File: src/rtl/mem_access_ctrl_if.sv
// rtl/mem_access_ctrl_if.sv - data-memory req/ack bus between the MEM-stage controller and data memory
// Purpose: bundles the variable-latency data-memory handshake.
// Signals:
//   dmem_req   master->slave  request, held until dmem_ack
//   dmem_we    master->slave  1 = write, 0 = read; valid while dmem_req
//   dmem_addr  master->slave  word-aligned byte address
//   dmem_wdata master->slave  store data
//   dmem_ack   slave->master  one-cycle completion strobe
//   dmem_rdata slave->master  read data, valid with dmem_ack
`timescale 1ns/1ps
interface mem_access_ctrl_if #(
  parameter int DATA_W = 32
);
  logic              dmem_req;
  logic              dmem_we;
  logic [31:0]       dmem_addr;
  logic [DATA_W-1:0] dmem_wdata;
  logic              dmem_ack;
  logic [DATA_W-1:0] dmem_rdata;

  modport master (
    output dmem_req, dmem_we, dmem_addr, dmem_wdata,
    input  dmem_ack, dmem_rdata
  );

  modport slave (
    input  dmem_req, dmem_we, dmem_addr, dmem_wdata,
    output dmem_ack, dmem_rdata
  );
endinterface

File: src/rtl/mem_access_ctrl.sv
// rtl/mem_access_ctrl.sv - MEM-stage controller: data-memory req/ack handshake, pipeline stall, MEM/WB register
// Purpose: takes the EX/MEM outputs, issues loads/stores to a variable-latency
//   memory, stalls the pipeline while an access is outstanding and registers
//   the write-back signals.
// Optional feature: define MEM_TIMEOUT_EN to add a WAIT-cycle counter, the
//   TIMEOUT_CYC parameter and the Timeout output.
// Ports:
//   clk, rst                         clock, synchronous active-high reset
//   MEM_ALU_Result/StoreData/Rdst    EX/MEM data (address, store data, dest reg)
//   MEM_RegW/MemR/MemW               EX/MEM controls
//   dmem                             data-memory bus (master side)
//   Stall                            freezes EX/MEM and upstream registers
//   WB_Result/WB_Rdst/WB_RegW        MEM/WB register outputs
//   Misalign                         one-cycle pulse on a misaligned access
//   Timeout                          one-cycle pulse on an aborted access (MEM_TIMEOUT_EN only)
`timescale 1ns/1ps
module mem_access_ctrl #(
  parameter int DATA_W = 32
`ifdef MEM_TIMEOUT_EN
  , parameter int TIMEOUT_CYC = 255
`endif
) (
  input  logic                clk,
  input  logic                rst,
  input  logic [31:0]         MEM_ALU_Result,
  input  logic [DATA_W-1:0]   MEM_StoreData,
  input  logic [4:0]          MEM_Rdst,
  input  logic                MEM_RegW,
  input  logic                MEM_MemR,
  input  logic                MEM_MemW,
  mem_access_ctrl_if.master   dmem,
  output logic                Stall,
  output logic [DATA_W-1:0]   WB_Result,
  output logic [4:0]          WB_Rdst,
  output logic                WB_RegW,
  output logic                Misalign
`ifdef MEM_TIMEOUT_EN
  , output logic              Timeout
`endif
);

  typedef enum logic {IDLE, WAIT} state_e;

  state_e              state_q, state_d;
  logic                req_q, req_d;
  logic                we_q, we_d;
  logic [31:0]         addr_q, addr_d;
  logic [DATA_W-1:0]   wdata_q, wdata_d;
  logic [DATA_W-1:0]   wb_result_q, wb_result_d;
  logic [4:0]          wb_rdst_q, wb_rdst_d;
  logic                wb_regw_q, wb_regw_d;
  logic                misalign_q, misalign_d;

`ifdef MEM_TIMEOUT_EN
  localparam int CNT_W = ($clog2(TIMEOUT_CYC + 1) > 8) ? $clog2(TIMEOUT_CYC + 1) : 8;
  logic [CNT_W-1:0]    cnt_q, cnt_d;
  logic                timeout_q, timeout_d;
`endif

  logic mem_op;
  logic aligned;

  assign mem_op  = MEM_MemR | MEM_MemW;
  assign aligned = (MEM_ALU_Result[1:0] == 2'b00);

  always_comb begin
    state_d     = state_q;
    req_d       = req_q;
    we_d        = we_q;
    addr_d      = addr_q;
    wdata_d     = wdata_q;
    wb_result_d = wb_result_q;
    wb_rdst_d   = wb_rdst_q;
    wb_regw_d   = wb_regw_q;
    misalign_d  = 1'b0;
    Stall       = 1'b0;
`ifdef MEM_TIMEOUT_EN
    cnt_d       = cnt_q;
    timeout_d   = 1'b0;
`endif
    case (state_q)
      IDLE: begin
        if (!mem_op) begin
          wb_result_d = DATA_W'(MEM_ALU_Result);
          wb_rdst_d   = MEM_Rdst;
          wb_regw_d   = MEM_RegW;
        end else if (aligned) begin
          Stall     = 1'b1;
          req_d     = 1'b1;
          // A combined load+store request is treated as a store.
          we_d      = MEM_MemW;
          addr_d    = {MEM_ALU_Result[31:2], 2'b00};
          wdata_d   = MEM_StoreData;
          wb_regw_d = 1'b0;
          state_d   = WAIT;
`ifdef MEM_TIMEOUT_EN
          cnt_d     = '0;
`endif
        end else begin
          // Misaligned access is squashed without touching memory.
          misalign_d = 1'b1;
          wb_regw_d  = 1'b0;
        end
      end
      WAIT: begin
        Stall = !dmem.dmem_ack;
        if (dmem.dmem_ack) begin
          req_d       = 1'b0;
          wb_result_d = MEM_MemW ? DATA_W'(MEM_ALU_Result) : dmem.dmem_rdata;
          wb_rdst_d   = MEM_Rdst;
          wb_regw_d   = MEM_RegW & ~MEM_MemW;
          state_d     = IDLE;
        end
`ifdef MEM_TIMEOUT_EN
        // The counter holds the number of completed WAIT cycles, so the
        // abort lands in the TIMEOUT_CYC-th unacknowledged WAIT cycle.
        else if (cnt_q == CNT_W'(TIMEOUT_CYC - 1)) begin
          Stall     = 1'b0;
          req_d     = 1'b0;
          timeout_d = 1'b1;
          wb_regw_d = 1'b0;
          state_d   = IDLE;
        end else begin
          cnt_d = cnt_q + CNT_W'(1);
        end
`endif
      end
      default: state_d = IDLE;
    endcase
  end

  always_ff @(posedge clk) begin
    if (rst) begin
      state_q     <= IDLE;
      req_q       <= 1'b0;
      we_q        <= 1'b0;
      addr_q      <= '0;
      wdata_q     <= '0;
      wb_result_q <= '0;
      wb_rdst_q   <= '0;
      wb_regw_q   <= 1'b0;
      misalign_q  <= 1'b0;
`ifdef MEM_TIMEOUT_EN
      cnt_q       <= '0;
      timeout_q   <= 1'b0;
`endif
    end else begin
      state_q     <= state_d;
      req_q       <= req_d;
      we_q        <= we_d;
      addr_q      <= addr_d;
      wdata_q     <= wdata_d;
      wb_result_q <= wb_result_d;
      wb_rdst_q   <= wb_rdst_d;
      wb_regw_q   <= wb_regw_d;
      misalign_q  <= misalign_d;
`ifdef MEM_TIMEOUT_EN
      cnt_q       <= cnt_d;
      timeout_q   <= timeout_d;
`endif
    end
  end

  assign dmem.dmem_req   = req_q;
  assign dmem.dmem_we    = we_q;
  assign dmem.dmem_addr  = addr_q;
  assign dmem.dmem_wdata = wdata_q;
  assign WB_Result       = wb_result_q;
  assign WB_Rdst         = wb_rdst_q;
  assign WB_RegW         = wb_regw_q;
  assign Misalign        = misalign_q;
`ifdef MEM_TIMEOUT_EN
  assign Timeout         = timeout_q;
`endif

endmodule
File: src/flat_wrapper.sv
// flat-port wrapper written by rule: the top's interface ports become plain ports
module mem_access_ctrl_flat 
#(
  parameter int DATA_W = 32

)
  (clk, rst, MEM_ALU_Result, MEM_StoreData, MEM_Rdst, MEM_RegW, MEM_MemR, MEM_MemW, Stall, WB_Result, WB_Rdst, WB_RegW, Misalign, dmem_dmem_req, dmem_dmem_we, dmem_dmem_addr, dmem_dmem_wdata, dmem_dmem_ack, dmem_dmem_rdata);
  mem_access_ctrl_if #(.DATA_W(DATA_W)) dmem_i ();
  input  logic clk;
  input  logic rst;
  input  logic [31:0] MEM_ALU_Result;
  input  logic [DATA_W-1:0] MEM_StoreData;
  input  logic [4:0] MEM_Rdst;
  input  logic MEM_RegW;
  input  logic MEM_MemR;
  input  logic MEM_MemW;
  output logic Stall;
  output logic [DATA_W-1:0] WB_Result;
  output logic [4:0] WB_Rdst;
  output logic WB_RegW;
  output logic Misalign;
  output wire logic [$bits(dmem_i.dmem_req)-1:0] dmem_dmem_req;
  output wire logic [$bits(dmem_i.dmem_we)-1:0] dmem_dmem_we;
  output wire logic [$bits(dmem_i.dmem_addr)-1:0] dmem_dmem_addr;
  output wire logic [$bits(dmem_i.dmem_wdata)-1:0] dmem_dmem_wdata;
  input wire logic [$bits(dmem_i.dmem_ack)-1:0] dmem_dmem_ack;
  input wire logic [$bits(dmem_i.dmem_rdata)-1:0] dmem_dmem_rdata;
  assign dmem_dmem_req = dmem_i.dmem_req;
  assign dmem_dmem_we = dmem_i.dmem_we;
  assign dmem_dmem_addr = dmem_i.dmem_addr;
  assign dmem_dmem_wdata = dmem_i.dmem_wdata;
  assign dmem_i.dmem_ack = dmem_dmem_ack;
  assign dmem_i.dmem_rdata = dmem_dmem_rdata;
  mem_access_ctrl #(.DATA_W(DATA_W)) u_core (.clk(clk), .rst(rst), .MEM_ALU_Result(MEM_ALU_Result), .MEM_StoreData(MEM_StoreData), .MEM_Rdst(MEM_Rdst), .MEM_RegW(MEM_RegW), .MEM_MemR(MEM_MemR), .MEM_MemW(MEM_MemW), .dmem(dmem_i), .Stall(Stall), .WB_Result(WB_Result), .WB_Rdst(WB_Rdst), .WB_RegW(WB_RegW), .Misalign(Misalign));
endmodule
File: config.mk
export PLATFORM = sky130hd
export DESIGN_NAME = mem_access_ctrl_flat
export DESIGN_NICKNAME = d
export VERILOG_FILES = /design/src/rtl/mem_access_ctrl_if.sv /design/src/rtl/mem_access_ctrl.sv /design/src/flat_wrapper.sv
export SDC_FILE = /design/constraint.sdc
export NUM_CORES = 1
export LEC_CHECK = 0
export CAP_MARGIN = 25
export CORE_ASPECT_RATIO = 1.25
export CORE_MARGIN = 10
export CORE_UTILIZATION = 36
export DETAILED_ROUTE_END_ITERATION = 10
export HOLD_SLACK_MARGIN = 0.15
export PLACE_DENSITY_LB_ADDON = 0.15
export SETUP_SLACK_MARGIN = 0.1
export SKIP_CTS_REPAIR_TIMING = 1
export SKIP_LAST_GASP = 1
export SLEW_MARGIN = 20
export SYNTH_ARGS = -nofsm -noshare
export SYNTH_HDL_FRONTEND = slang
export SYNTH_SLANG_ARGS = --single-unit
File: constraint.sdc
create_clock -name clk -period 3.9 [get_ports clk]
set_clock_uncertainty 0.05 [all_clocks]
set_input_delay 0.39 -clock clk [delete_from_list [all_inputs] [get_ports clk]]
set_output_delay 0.39 -clock clk [all_outputs]
set_load 0.1 [all_outputs]
# Word level (Yosys, flattened, before mapping)
# Index checks and enable logic that the tools add are counted.
[op_classes]
add_sub_neg = 0
multipliers = 0
n_div = 0
magnitude_cmp = 0
eq_ne = 4
shift = 0
mux = 20
bitwise_logic = 5
n_reduce_logical = 6
[ops]
columns = ["operator", "count"]
rows = [
  ["32-bit 2-to-1 mux", 3],
  ["32-bit case mux with 2 select lines", 1],
  ["5-bit 2-to-1 mux", 2],
  ["5-bit case mux with 2 select lines", 1],
  ["1-bit 2-to-1 mux", 9],
  ["1-bit case mux with 2 select lines", 4],
  ["3-bit AND reduction", 2],
  ["2-bit by 1-bit inequality test with 1-bit output (second input constant)", 2],
  ["2-bit inequality test (second input constant)", 2],
  ["1-bit NOT", 3],
  ["3-bit OR reduction", 1],
  ["2-bit zero test", 1],
  ["2-bit AND reduction", 1],
  ["1-bit bitwise AND", 1],
  ["1-bit zero test", 1],
  ["1-bit bitwise OR", 1],
]
[word_totals]
reg_bits = 104
latch_bits = 0
mem_bits_rw = 0
romBits = 0
in_bits = 107
output_inout_bits = 106
n_memories = 0

# Depth between registers and ports, before layout
# Gate-level depths: netlist (run 1).
[depth]
ltp_word = 4
ltp_mapped = 6

# Least setup slack after synthesis (run 1)
# Ideal clock, no wire load.
[synth_timing]
path_type = "register to output"
startpoint = "register u_core.state_q"
endpoint = "output port Stall"
arrival_time_ps = 1403
path_slack_ps = 2057
stages_incl_launch_ff = 5
path_buffers = 2
cell_sequence = "dfxtp_1 buf_6 nor4_2 buf_4 or2_2"
[synth_between]
elab_chain_cells = 2
[synth_rtl]
columns = ["element", "line_no", "text"]
rows = [
  ["start, declared", "mem_access_ctrl.sv:44", "state_e state_q, state_d;"],
  ["start signal, assigned", "mem_access_ctrl.sv:148", "state_q <= state_d;"],
  ["1-bit NOT (no source line)", "--", ""],
  ["1-bit case mux with 2 select lines (*)", "mem_access_ctrl.sv:81", "case (state_q)"],
  ["end, declared", "flat_wrapper.sv:17", "output logic Stall;"],
]
# Every way passes the cells marked *; elsewhere a longest branch is shown, timed or not.

# Worst setup path in the final report (run 1)
[layout_timing]
startpoint = "register u_core.wb_result_q[8] (netlist: u_core.WB_Result[8])"
endpoint = "output port WB_Result[8]"
[layout_rtl]
columns = ["element", "line_no", "text"]
rows = [
  ["start, declared", "mem_access_ctrl.sv:49", "logic [DATA_W-1:0] wb_result_q, wb_result_d;"],
  ["start signal, assigned", "mem_access_ctrl.sv:153", "wb_result_q <= wb_result_d;"],
  ["end, declared", "flat_wrapper.sv:18", "output logic [DATA_W-1:0] WB_Result;"],
]
# No word-level cell between the ends.

==> flow_summary.toml, run 1 <==
[floorplan]
core_area_um2 = 13300
fp.dieH_um = 150
start_util_pct = 36.8
row_count = 47
die_w_um = 124
die-area_um2 = 18700
ios = 213

[yosys]
netlist_area_um2 = 4890
synthCells = 468
yosysMostFrequentCell = "nand2b_1"
synth_warnings = 0
ys_seq_area_share_pct = 42.5
synth_edf_count = 0
yosysTopAreaCell = "dfxtp_1"
synth_common_cells = "126 x nand2b_1, 104 x dfxtp_1, 95 x mux2i_1"
syn_area_per_cell_um2 = 10.5
ys.flop_type = "dfxtp_1"
async_flop_share_pct = 0
yosys-top-cells-area = "dfxtp_1 43%, mux2i_1 19%, nand2b_1 16%"
yosys_register_bits = 104
synth.distinct_cells = 29
yosysTopAreaCellShare_pct = 42.5

[routing]
wl_mm = 15.1
first_pass_iters = 4
final_antenna_net_count = 0
wl_per_cell_um = 18.3
via_per_inst = 4.78
vias = 3941
dr.first_iter.drc_count = 168
drc = 0

[clock_tree]
clk_pin_slew_worst_paths_ns = 0.07
cts_tree = "done"
htreeDepth = 3
ctsRootBufferMaster = "clkbuf_16"
cts_sinks = 104
insertion_delay_ns = 0.34
clk_path_buf_depth = 2
numCtsBuffers = 9

[sta]
drv_slew = 0
fin_crit_ns = 2.31
fin_crit_sh_pct = 59.2
setup-tns-final_ns = 0
setup_viol = 0
rsz0062_at_grt = "false"
finalHoldViolCount = 0
slew_headroom_pct = 29.9
worst_pin_slew_ns = 1.05
clock.fmax_mhz = 433

[critical_path]
slowest_stage = "clkdlybuf4s50_1"
required_ns = 3.46
worstPathCellList = "clkdlybuf4s50_1"
start_kind = "flip-flop"
worstSetupEndpointType = "output pin"
cp.arrival_ns = 1.87
crit_buf_inv = 1
crit_family = "buffers and inverters"
crit_type = "flip-flop to output pin"
slowest_delay_ns = 1.17
crit_path_max_fanout = 2

[pwr]
seq_power_share_pct = 37.6
swShare_pct = 35.2
leakage_nw = 2.52
ir_drop_v = 0.000199
powerDensity_nw_per_um2 = 422
power_frac_comb_pct = 31.1
p_sw_mw = 1.08
intPower_mw = 2.00
clkPwrFrac_pct = 31.3

[placed_design]
dp_hpwl_mm = 11.0
portBuffers = 210
routabilityCongestion = 0.763
postPlaceCellArea_um2 = 7000

[layout]
layout-drive-gt1-share_pct = 8.26
finalInstanceArea_um2 = 7310
antennaDiodeCount = 0
final_nets = 758
area_growth_pct = 49.5

[global_routing]
gr-total-overflow = 0
grt_pass1_wl_mm = 24.0
grt_usage_pct = 15.7
antenna_found_initial = 0
grt_pass1_vias = 4278
grt_max_degree = 111

[run_status]
status = "completed"

[hold_path]
holdCritPathClass = "flip-flop to flip-flop"

[flow_run]
cap_violations = 0
[routing by layer]
| layer | track usage [%] | share of wire (%) | vias up | wire length, um |
|---|---|---|---|---|
| met3 | 6.23 | 7.5 | 10 | 1130 |
| met4 | 3.85 | 1.1 | 0 | 163 |
| met1 | 18.1 | 43 | 1835 | 6430 |
| li1 | - | - | 1961 | - |
| met2 | 26.8 | 49 | 135 | 7390 |
| met5 | 0 | 0 | - | 0 |
[kinds of logic (layout without fill, tap and decap cells)]
logic type,Yosys count,in the layout,share of synthesized area (%)
compound gates,46,46,10.5
flops,104,104,42.5
mux,95,95,19.4
other cells,1,2,0.0766
simple gates,178,178,21.6
buf+inv,44,229,5.83
[area by class of cell]
class / instances / area (um2)
well taps: 171 / 214
clock inverters: 4 / 70.1
repair buffers: 215 / 2170
fillers: 1204 / 5980
flip-flops and latches: 104 / 2080
multi-input cells: 321 / 2540
clock buffers: 10 / 239
[power by group through the flow]
stage / logic (mW) / clock network [mW] / registers, mW
2_1_floorplan: 0.234 / 0 / 1.64
3_3_place_gp: 0.959 / 0 / 1.18
3_5_place_dp: 0.968 / 0 / 1.18
4_1_cts: 0.971 / 0.996 / 1.16
5_1_grt: 1.00 / 1.03 / 1.17
6_report: 0.961 / 0.965 / 1.16
[sequential cells by signal, summed over array words and instances, names as in the netlist]
name                    count
u_core.WB_Rdst              5
u_core.state_q              1
u_core.dmem.dmem_req        1
u_core.dmem.dmem_addr      30
u_core.dmem.dmem_we         1
u_core.WB_RegW              1
u_core.WB_Result           32
u_core.Misalign             1
u_core.dmem.dmem_wdata     32
[stage by stage]
stage / hold WS, ns / total power [mW] / utilization, % / setup slack (ns) / cells
floorplan: 0.459 / 1.87 / - / 2.06 / 469
global placement: 0.403 / 2.14 / 52.5 / 1.32 / 810
detailed placement: 0.409 / 2.15 / 52.7 / 1.30 / 811
CTS: 0.425 / 3.13 / 55.0 / 1.56 / 825
global route: 0.438 / 3.20 / 55.0 / 1.52 / 825
finish: 0.421 / 3.08 / 55.0 / 1.59 / 825
[layout by cell type (no fill, tap or decap), drive strengths merged, types with 5 or more instances in the layout]
cell type / Yosys / layout
nand2b: 127 / 127
nor2: 35 / 35
mux2i: 95 / 95
buf: 29 / 7
dfxtp: 104 / 104
a221oi: 32 / 32
o21ai: 6 / 6
a21oi: 6 / 6
clkdlybuf4s50: 0 / 208
nand3b: 5 / 5
clkbuf: 15 / 10
[final timing paths]
| path | endpoint | slack [ns] | startpoint | depth (start not counted) |
|---|---|---|---|---|
| hold / removal | u_core.dmem.dmem_req$_SDFFE_PP0P_ | 0.42 | u_core.dmem.dmem_req$_SDFFE_PP0P_ | 1 |
| setup / recovery | WB_Result[8] | 1.59 | u_core.WB_Result[8]$_SDFFE_PP0P_ | 1 |
| hold reg to reg | u_core.dmem.dmem_req$_SDFFE_PP0P_ | 0.42 | u_core.dmem.dmem_req$_SDFFE_PP0P_ | 1 |
| setup reg to reg | u_core.WB_Result[12]$_SDFFE_PP0P_ | 1.75 | u_core.state_q$_SDFF_PP0_ | 3 |
Note: power is estimated with default switching activity, not from simulation.
==> inputs of run 2 (changes only) <==
clock period = 2.1 ns   (was 3.9 ns; I/O delays follow)
==> run 2 against run 1 <==
  * Core utilization down 0.75 points
  * Power increased by 84%
  * Sequential cell count stayed put
  * Count of clock-buffer cells in the layout increased by 2
  * Critical path depth is 4 higher
  * Combinational power up 85%
  * Largest cell class unchanged
  * Largest power group unchanged
==> flow_summary.toml, run 2 (same netlist as run 1, synthesis figures left out) <==
[floorplan]
die-area_um2 = 18700
fp.dieH_um = 150
start_util_pct = 36.8
ios = 213
row_count = 47
die_w_um = 124
core_area_um2 = 13300

[sta]
finalHoldViolCount = 0
drv_slew = 0
rsz0062_at_grt = "false"
setup_ws_ns = 0.252
worst_pin_slew_ns = 0.567
setup_viol = 0
slew_headroom_pct = 61.9
fin_crit_sh_pct = 88.0
setup-tns-final_ns = 0
clock.fmax_mhz = 541
fin_crit_ns = 1.85
hold_slack_ns = 0.317

[critical_path]
crit_family = "simple AND/OR/NAND/NOR gates"
crit_path_max_fanout = 7
crit_start = "MEM_MemW"
crit_buf_inv = 2
rr_startpoint = "u_core.state_q$_SDFF_PP0_"
worstPathCellList = "clkdlybuf4s50_1, nor2_1, nor4_4, or2_2, buf_12"
crit_type = "primary input to output pin"
required_ns = 1.84
slowest_delay_ns = 0.50
cp.arrival_ns = 1.59
start_kind = "primary input"
slowest_stage = "clkdlybuf4s50_1"
worstSetupEndpointType = "output pin"

[clock_tree]
insertion_delay_ns = 0.33
htreeDepth = 3
clk_path_buf_depth = 2
clk_pin_slew_worst_paths_ns = 0.07
cts_sinks = 104
numCtsBuffers = 9
cts_tree = "done"
ctsRootBufferMaster = "clkbuf_16"

[pwr]
leakage_nw = 2.79
seq_power_share_pct = 38.0
ir_drop_v = 0.000536
swShare_pct = 36.0
clkPwrFrac_pct = 30.7
power_frac_comb_pct = 31.4
powerDensity_nw_per_um2 = 788
intPower_mw = 3.64
p_sw_mw = 2.05
power_mw = 5.68

[placed_design]
dpl_worst_slack_ns = 0.140
routabilityCongestion = 0.765
portBuffers = 210
dp_hpwl_mm = 11.5

[layout]
fillers = 1238
fin_util_pct = 54.3
multiInputGateArea_um2 = 2540
antennaDiodeCount = 0
final_nets = 770
most-common-layout-cells = "126 x nand2b_1, 114 x buf_4, 105 x clkdlybuf4s50_1"
area_growth_pct = 47.4
layout_commonest_cell = "nand2b_1"
seq_area_um2 = 2080
layout-drive-gt1-share_pct = 25.4

[routing]
vias = 4003
dr.first_iter.drc_count = 163
final_antenna_net_count = 0
drc = 0
via_per_inst = 4.77
wl_mm = 15.2
first_pass_iters = 4
wl_per_cell_um = 18.1

[global_routing]
grt_max_degree = 50
grt_pass1_wl_mm = 24.1
gr-total-overflow = 0
grt_usage_pct = 15.8
grt_pass1_vias = 4300
antenna_found_initial = 0

[hold_path]
holdCritPathClass = "primary input to flip-flop"
hp-start = "rst"

[run_status]
status = "completed"

[flow_run]
cap_violations = 0
[run 2: cell type report]
type	instances	area share, %
clock buffers	12	3.56
clock inverters	4	0.729
multi-input cells	321	35.2
well taps	171	2.97
flip-flops and latches	104	28.9
repair buffers	227	28.7
[run 2: final timing paths]
path,endpoint,slack [ns],cells after the start
setup / recovery,Stall,0.25,5
hold / removal,u_core.WB_RegW$_SDFFE_PP0P_,0.32,2
setup reg to reg,u_core.dmem.dmem_addr[27]$_SDFFE_PP0P_,0.52,3
hold reg to reg,u_core.dmem.dmem_wdata[9]$_SDFFE_PP0P_,0.43,2
[run 2: power by group through the flow]
stage	sequential [mW]	clock (mW)	combinational [mW]
final	2.16	1.74	1.78
after global placement	2.20	0	1.78
after CTS	2.16	1.80	1.80
after floorplan	3.04	0	0.434
after global routing	2.17	1.87	1.86
after detailed placement	2.20	0	1.80
[run 2: layer usage]
| layer | vias to the layer above | GRT usage (%) | part of all wire, % |
|---|---|---|---|
| met5 | - | 0 | 0 |
| met4 | 0 | 4.14 | 0.98 |
| met3 | 8 | 5.59 | 7.0 |
| met2 | 127 | 26.1 | 49 |
| met1 | 1880 | 19.2 | 43 |
| li1 | 1988 | - | - |
[run 2: through the flow]
step | cells | area (um2)
floorplan | 469 | 4900
global placement | 823 | 6900
detailed placement | 823 | 6900
CTS | 839 | 7210
global route | 839 | 7210
finish | 839 | 7210
==> inputs of run 3 (changes only) <==
CTS_CLUSTER_DIAMETER = 80   (was default)
==> results of run 3 <==
Same layout as run 2: the final DEF is identical, and so are final timing and power.
